## src/rtl/afe_spi_master.sv

```systemverilog
// 8-bit mode-0 SPI master for the AFE CPLD: shifts a GPIO byte out on MOSI while
// capturing the TOT counter from MISO; CS_B rising commits the byte in the AFE.
module afe_spi_master #(
    parameter int CLK_DIV    = 4,
    parameter int GAP_CYCLES = 4
) (
    input  logic       CLK,
    input  logic       RST_B,
    input  logic       START,
    input  logic [7:0] TX_DATA,
    output logic       BUSY,
    output logic       DONE,
    output logic [7:0] RX_DATA,
    output logic       CS_B,
    output logic       SCLK,
    output logic       MOSI,
    input  logic       MISO
);

    localparam int MAXC = (CLK_DIV > GAP_CYCLES) ? CLK_DIV : GAP_CYCLES;
    localparam int PW   = (MAXC > 1) ? $clog2(MAXC) : 1;

    typedef enum logic [2:0] {
        S_IDLE,
        S_SETUP,
        S_HIGH,
        S_LOW,
        S_HOLD,
        S_GAP
    } state_t;

    state_t      state_q, state_d;
    logic [PW-1:0] phase_q, phase_d;
    logic [2:0]  bit_q, bit_d;
    logic [7:0]  tx_q, tx_d;
    logic [7:0]  rx_sr_q, rx_sr_d;
    logic [7:0]  rx_q, rx_d;
    logic        busy_q, busy_d;
    logic        done_q, done_d;
    logic        cs_b_q, cs_b_d;
    logic        sclk_q, sclk_d;
    logic        mosi_q, mosi_d;
    logic        last_div, last_gap;

    assign last_div = (phase_q == PW'(CLK_DIV - 1));
    assign last_gap = (phase_q == PW'(GAP_CYCLES - 1));

    always_comb begin
        state_d = state_q;
        phase_d = phase_q + PW'(1);
        bit_d   = bit_q;
        tx_d    = tx_q;
        rx_sr_d = rx_sr_q;
        rx_d    = rx_q;
        busy_d  = busy_q;
        done_d  = 1'b0;
        cs_b_d  = cs_b_q;
        sclk_d  = sclk_q;
        mosi_d  = mosi_q;
        case (state_q)
            S_IDLE: begin
                phase_d = '0;
                if (START) begin
                    tx_d    = TX_DATA;
                    cs_b_d  = 1'b0;
                    mosi_d  = TX_DATA[7];
                    busy_d  = 1'b1;
                    bit_d   = 3'd7;
                    state_d = S_SETUP;
                end
            end
            // MISO is captured on the same CLK edge that raises SCLK, i.e. the AFE's pre-edge value
            S_SETUP, S_LOW: begin
                if (last_div) begin
                    phase_d = '0;
                    sclk_d  = 1'b1;
                    rx_sr_d = {rx_sr_q[6:0], MISO};
                    state_d = S_HIGH;
                end
            end
            S_HIGH: begin
                if (last_div) begin
                    phase_d = '0;
                    sclk_d  = 1'b0;
                    if (bit_q == 3'd0) begin
                        state_d = S_HOLD;
                    end else begin
                        mosi_d  = tx_q[bit_q - 3'd1];
                        bit_d   = bit_q - 3'd1;
                        state_d = S_LOW;
                    end
                end
            end
            S_HOLD: begin
                if (last_div) begin
                    phase_d = '0;
                    cs_b_d  = 1'b1;
                    mosi_d  = 1'b0;
                    rx_d    = rx_sr_q;
                    done_d  = 1'b1;
                    state_d = S_GAP;
                end
            end
            S_GAP: begin
                if (last_gap) begin
                    phase_d = '0;
                    busy_d  = 1'b0;
                    state_d = S_IDLE;
                end
            end
            default: begin
                phase_d = '0;
                state_d = S_IDLE;
            end
        endcase
    end

    always_ff @(posedge CLK) begin
        if (!RST_B) begin
            state_q <= S_IDLE;
            phase_q <= '0;
            bit_q   <= '0;
            tx_q    <= '0;
            rx_sr_q <= '0;
            rx_q    <= '0;
            busy_q  <= 1'b0;
            done_q  <= 1'b0;
            cs_b_q  <= 1'b1;
            sclk_q  <= 1'b0;
            mosi_q  <= 1'b0;
        end else begin
            state_q <= state_d;
            phase_q <= phase_d;
            bit_q   <= bit_d;
            tx_q    <= tx_d;
            rx_sr_q <= rx_sr_d;
            rx_q    <= rx_d;
            busy_q  <= busy_d;
            done_q  <= done_d;
            cs_b_q  <= cs_b_d;
            sclk_q  <= sclk_d;
            mosi_q  <= mosi_d;
        end
    end

    assign BUSY    = busy_q;
    assign DONE    = done_q;
    assign RX_DATA = rx_q;
    assign CS_B    = cs_b_q;
    assign SCLK    = sclk_q;
    assign MOSI    = mosi_q;

endmodule

```

## config.mk

```make
export PLATFORM = sky130hd
export DESIGN_NAME = afe_spi_master
export DESIGN_NICKNAME = d
export VERILOG_FILES = /design/src/rtl/afe_spi_master.sv
export SDC_FILE = /design/constraint.sdc
export NUM_CORES = 1
export LEC_CHECK = 0
export ABC_CLOCK_PERIOD_IN_PS = 1950
export BUFFER_PORTS_ARGS = -buffer_cell sky130_fd_sc_hd__buf_2
export CAP_MARGIN = 20
export CORE_UTILIZATION = 30
export CTS_CLUSTER_SIZE = 30
export DETAILED_ROUTE_END_ITERATION = 12
export PLACE_DENSITY = 0.46
export SLEW_MARGIN = 40
export SYNTH_ARGS = -nofsm -noshare
export SYNTH_HDL_FRONTEND = slang
export SYNTH_SLANG_ARGS = --single-unit
export TNS_END_PERCENT = 1
```

## constraint.sdc

```tcl
create_clock -name CLK -period 1.95 [get_ports CLK]
set_clock_uncertainty 0.05 [all_clocks]
set_input_delay 0.39 -clock CLK [delete_from_list [all_inputs] [get_ports CLK]]
set_output_delay 0.39 -clock CLK [all_outputs]
set_load 0.005 [all_outputs]
```

==> run_results.csv, run 1 <==
group,metric,value,unit
worst_setup_path,cp.arrival,1.96,ns
sta,tightest_slew,0.4924,ns
clock_tree,path_clk_slew,0.08,ns
sta,fin_tns_setup,0,ns
clock_tree,clk_latency,0.29,ns
grt,grt_pass1_wl,5492,um
layout,drive_gt1_share,22.38,%
floorplanning,coreArea,5107,um^2
logic_synthesis,synth_nets,193,
grt,antenna_found_initial,0,
logic_synthesis,ys_dominant_reg_cell,"dfxtp_1",
sta,setup_viol,0,
grt,first_global_vias,1180,
floorplanning,start_util,31.16,%
layout,diodes,0,
placed_design,postPlaceCellArea,1823,um^2
layout,area_growth_syn_to_layout,22.88,%
sta,slew_headroom,66.76,%
drt,final_antenna_net_count,0,
power,p_leak,0.8686,nW
logic_synthesis,synth-seq-area-share,46.54,%
power,ir_drop,0.4531,mV
worst_setup_path,crit_fanout,2,
worst_setup_path,end_kind,"flop",
worst_setup_path,r2r-start,"bit_q[1]$_SDFFE_PN0P_",
drt,wirelength,3474,um
min_path,hold_start,"TX_DATA[6]",
placed_design,port_buffers,24,
logic_synthesis,ys_ff_latch,37,
worst_setup_path,cpPeakStageDelay,0.54,ns
run_status,status,"completed",
layout,final_common_cell,"nand2_1",
floorplanning,std_cell_rows,26,
logic_synthesis,synth_edf_count,0,
layout,nets,224,
layout,final_cell_mix,"39 x nand2_1, 37 x dfxtp_1, 24 x buf_2, 23 x a21oi_1, 19 x nor2_1",
worst_setup_path,critPathKind,"flop to flop",
sta,layout_min_cycle_time,1.838,ns
min_path,hp-class,"input port to flop",
drt,drt_iter0_markers,82,
drt,vias_per_cell,4.682,
sta,rsz0062_at_grt,"no",
logic_synthesis,synthArstFlopShare,0,%
worst_setup_path,cp_slowest_cell,"mux4_1",
worst_setup_path,crit_required,2.07,ns
drt,drc,0,
worst_setup_path,cp_top_family,"multiplexers",
floorplanning,die_x,74.84,um
drt,firstDrtPassIters,4,
job,drv_cap,0,
drt,vias,1311,
logic_synthesis,yosysWarnings,0,
drt,wl_per_cell,12.41,um
clock_tree,cts_tree,"built",
logic_synthesis,ys_types,34,
placed_design,place.gp.congestion,0.7676,
clock_tree,cts_buffer_depth,2,
sta,hold_viol,0,
worst_setup_path,critPathLaunch,"bit_q[1]$_SDFFE_PN0P_",
floorplanning,dieArea,5600,um^2
clock_tree,htreeDepth,2,
sta,slew_viol_final,0,
grt,grt_overflow,0,
sta,fmax,544.1,MHz
clock_tree,cts_buffers,5,
logic_synthesis,synth_cells,178,
clock_tree,clockRootBuffer,"clkbuf_8",
floorplanning,ios,25,
clock_tree,clkSinkCount,37,
placed_design,place_inst,272,
grt,grt_use_total,13.36,%
power,power_density,846.3,nW/um^2
layout,layout.cells.non_filler,280,
worst_setup_path,cp_cell_sequence,"inv_1, ha_4, mux4_1, mux2i_1, a2bb2oi_1, a311oi_1",
logic_synthesis,synth_area,1592,um^2
floorplanning,die_h,74.84,um
worst_setup_path,cp-start-kind,"flop",
placed_design,hpwl,2434,um
sta,period_share,94.24,%
logic_synthesis,synth.avg_cell_area,8.941,um^2
layout,fin_area,1956,um^2
worst_setup_path,path_buf_inv,1,
grt,grt_max_degree,15,
==> cells by family (layout without fill, tap and decap cells) <==
family                     after synthesis  in the layout  synth area share, %
and+or+nand+nor                         72             72                21.30
AOI/OAI and AO/OA                       37             37                14.70
DFF                                     37             37                46.54
buffers and inverters                   15             47                4.402
muxes                                   12             12                9.591
adders and majority gates                3              3                2.359
xor gates and xnor gates                 2              2                1.101
==> area by class of cell <==
cell class | instances | area, um^2
Sequential cell | 37 | 740.7
Clock buffer | 6 | 82.58
Clock inverter | 2 | 37.54
Tap cell | 70 | 87.58
Fill cell | 515 | 3152
Timing Repair Buffer | 34 | 195.2
Inverter | 5 | 18.77
Multi-Input combinational cell | 126 | 793.3
==> report_power, final <==
part	total, W	switching (W)	internal, W
Combinational	0.000163	0.0000855	0.0000779
Sequential	0.000795	0.0000148	0.000780
Clock	0.000697	0.000281	0.000416
Total	0.00165	0.000381	0.00127
==> registers in the layout, indices dropped and copies added (netlist names) <==
| register | cells |
|---|---|
| RX_DATA | 8 |
| state_q | 3 |
| BUSY | 1 |
| rx_sr_q | 8 |
| tx_q | 8 |
| phase_q | 2 |
| CS_B | 1 |
| bit_q | 3 |
| DONE | 1 |
| MOSI | 1 |
| SCLK | 1 |
==> layer usage <==
metal / vias to the layer above / GRT usage [%] / share of wire [%]
met5: - / 0 / 0
met3: 5 / 3.882 / 3.6
met2: 16 / 19.62 / 45
met1: 624 / 18.01 / 49
met4: 0 / 6.289 / 1.8
li1: 666 / - / -
==> Yosys cell counts (all sizes together), types with 2 or more instances <==
cell    count  area [um^2]
mux4        2        52.55
nor3        2        21.27
xnor2       2        17.52
clkbuf      3        11.26
inv         5        18.77
ha          3        37.54
o221a       2        22.52
nand2      39        146.4
nand3b      4        42.54
a21oi      24        123.9
buf         7        40.03
dfxtp      37        740.7
nand2b      4        25.02
mux2i      10        100.1
nor2       19        71.32
==> path summary, 6_finish.rpt <==
path	end	slack, ns	cells after the start
worst max-delay path	MOSI$_SDFFE_PN0P_	0.11	6
worst min-delay path	tx_q[6]$_SDFFE_PN0P_	0.29	3
worst max register to register	MOSI$_SDFFE_PN0P_	0.11	6
worst min register to register	phase_q[0]$_SDFF_PP0_	0.37	1
==> stage by stage <==
stage	hold WS (ns)	setup slack [ns]	util (%)	power (W)
final	0.2861	0.1122	38.29	0.001655
after global routing	0.2885	0.01816	38.29	0.001715
after CTS	0.2780	0.1016	38.05	0.001674
after detailed placement	0.3685	0.1169	35.69	0.0009705
after global placement	0.3595	0.1437	35.69	0.0009693
after floorplan	0.3492	0.08285	-	0.0009119
==> what timing repair did <==
item | in CTS | in global routing
resized for setup | 0 | 1
hold buffers | 0 | 0
buffers inserted | 0 | 0
endpoints found under the setup margin | 0 | 1
==> worst min-delay path: stages <==
cell and delay [ns]:
buf_2 0.10, nand2_1 0.05, a21oi_1 0.05
(Power assumes the default switching activity.)
==> inputs of run 2 (changes only) <==
CORE_ASPECT_RATIO = 2   (was not set)
MAX_ROUTING_LAYER = met4   (was not set)
==> run_results.csv, run 2 (synthesis gave the netlist of run 1 again) <==
group,metric,value,unit
run_status,status,"completed",
grt,grt_max_degree,13,
clock_tree,cts-hold-fix-buffers,0,
layout,finalCoreUtilization,38.03,%
sta,fmax,543.3,MHz
drt,wl_per_cell,13.52,um
floorplanning,die_h,105.0,um
worst_setup_path,crit_fanout,3,
drt,drt_iter0_markers,33,
drt,firstDrtPassIters,4,
clock_tree,htreeDepth,2,
floorplanning,die_x,53.50,um
grt,grt_pass1_wl,6113,um
clock_tree,path_clk_slew,0.07,ns
floorplanning,coreArea,5139,um^2
sta,layout_min_cycle_time,1.840,ns
drt,final_antenna_net_count,0,
power,p_leak,0.8759,nW
drt,vias,1339,
clock_tree,cts_tree,"built",
layout,final_cell_mix,"39 x nand2_1, 36 x dfxtp_1, 24 x buf_2, 23 x a21oi_1, 19 x nor2_1",
clock_tree,clockRootBuffer,"clkbuf_8",
layout,diodes,0,
clock_tree,clkSinkCount,37,
grt,grt_use_total,15.27,%
worst_setup_path,crit_required,2.06,ns
power,ir_drop,0.4786,mV
sta,fin_tns_setup,0,ns
placed_design,place.gp.congestion,0.7236,
placed_design,hpwl,2748,um
sta,hold_viol,0,
worst_setup_path,cp.arrival,1.95,ns
layout,drive_gt1_share,22.97,%
layout,nFillCells,532,
layout,layout.cells.non_filler,267,
clock_tree,clk_latency,0.28,ns
worst_setup_path,critPathKind,"flop to flop",
worst_setup_path,cp-start-kind,"flop",
job,drv_cap,0,
clock_tree,cts_buffers,5,
sta,slew_headroom,64.69,%
sta,setup_viol,0,
layout,area_growth_syn_to_layout,22.80,%
floorplanning,dieArea,5618,um^2
min_path,hp-class,"input port to flop",
drt,drc,0,
worst_setup_path,end_kind,"flop",
layout,fin_area,1954,um^2
placed_design,postPlaceCellArea,1800,um^2
placed_design,port_buffers,24,
drt,vias_per_cell,5.015,
grt,first_global_vias,1385,
power,power_density,886.1,nW/um^2
drt,wirelength,3610,um
layout,final_common_cell,"nand2_1",
grt,grt_overflow,0,
floorplanning,start_util,30.97,%
floorplanning,std_cell_rows,37,
placed_design,place_inst,259,
grt,antenna_found_initial,0,
sta,tightest_slew,0.5297,ns
sta,slew_viol_final,0,
floorplanning,ios,25,
layout,nets,223,
sta,period_share,94.38,%
clock_tree,cts_buffer_depth,2,
-- run 2: cell count changes in the layout (fill, tap and decap cells not counted), sizes merged --
cell / previous run / this run
clkinvlp: 1 / 0
buf: 34 / 33
bufinv: 1 / 2
clkinv: 0 / 1
clkbuf: 6 / 5
-- run 2: per-layer routing --
metal,wire (um),GRT usage (%),vias up
li1,-,-,664
met1,1359,14.57,638
met2,2051,26.96,28
met3,87,3.057,9
met4,112,7.895,0
met5,0,-,-
-- run 2: worst max-delay path: stages (launching register included) --
cell and delay (ns):
dfxtp_1 0.33, inv_1 0.08, ha_4 0.28, mux4_1 0.54, mux2i_1 0.20, a2bb2oi_2 0.15, a311oi_1 0.09
-- run 2: timing repair --
item | CTS | global route
resized for setup | 0 | 3
setup buffers | 0 | 0
endpoints found under the setup margin | 0 | 1
-- run 2: area by class of cell --
cell class	count	area (um^2)	area share (%)
multi-input cells	126	799.5	40.91
flip-flops and latches	37	742.0	37.96
repair buffers	33	187.7	9.603
well taps	58	72.57	3.713
clock buffers	5	68.82	3.521
clock inverters	3	65.06	3.329
inverters	5	18.77	0.9603
-- run 2: per-stage QoR --
stage	total power (W)	hold WS [ns]	setup slack, ns
4_1_cts	0.001755	0.2800	0.03995
3_5_place_dp	0.0009654	0.3717	0.04927
6_report	0.001732	0.2921	0.1095
3_3_place_gp	0.0009620	0.3597	0.07565
2_1_floorplan	0.0009119	0.3492	0.08285
5_1_grt	0.001812	0.2965	-0.001694
-- run 2: power by group --
part	internal [W]	switching, W	leakage (nW)	total [W]
Clock	0.000508	0.000269	0.0681	0.000777
Sequential	0.000781	0.0000140	0.302	0.000795
Combinational	0.0000748	0.0000849	0.506	0.000160
-- run 2: path summary, 6_finish.rpt --
check | from | to | slack (ns) | cells past startpoint
max | bit_q[0]$_SDFFE_PN0P_ | MOSI$_SDFFE_PN0P_ | 0.11 | 6
min | TX_DATA[4] | tx_q[4]$_SDFFE_PN0P_ | 0.29 | 3
max reg2reg | bit_q[0]$_SDFFE_PN0P_ | MOSI$_SDFFE_PN0P_ | 0.11 | 6
min reg2reg | phase_q[0]$_SDFF_PP0_ | phase_q[0]$_SDFF_PP0_ | 0.38 | 1
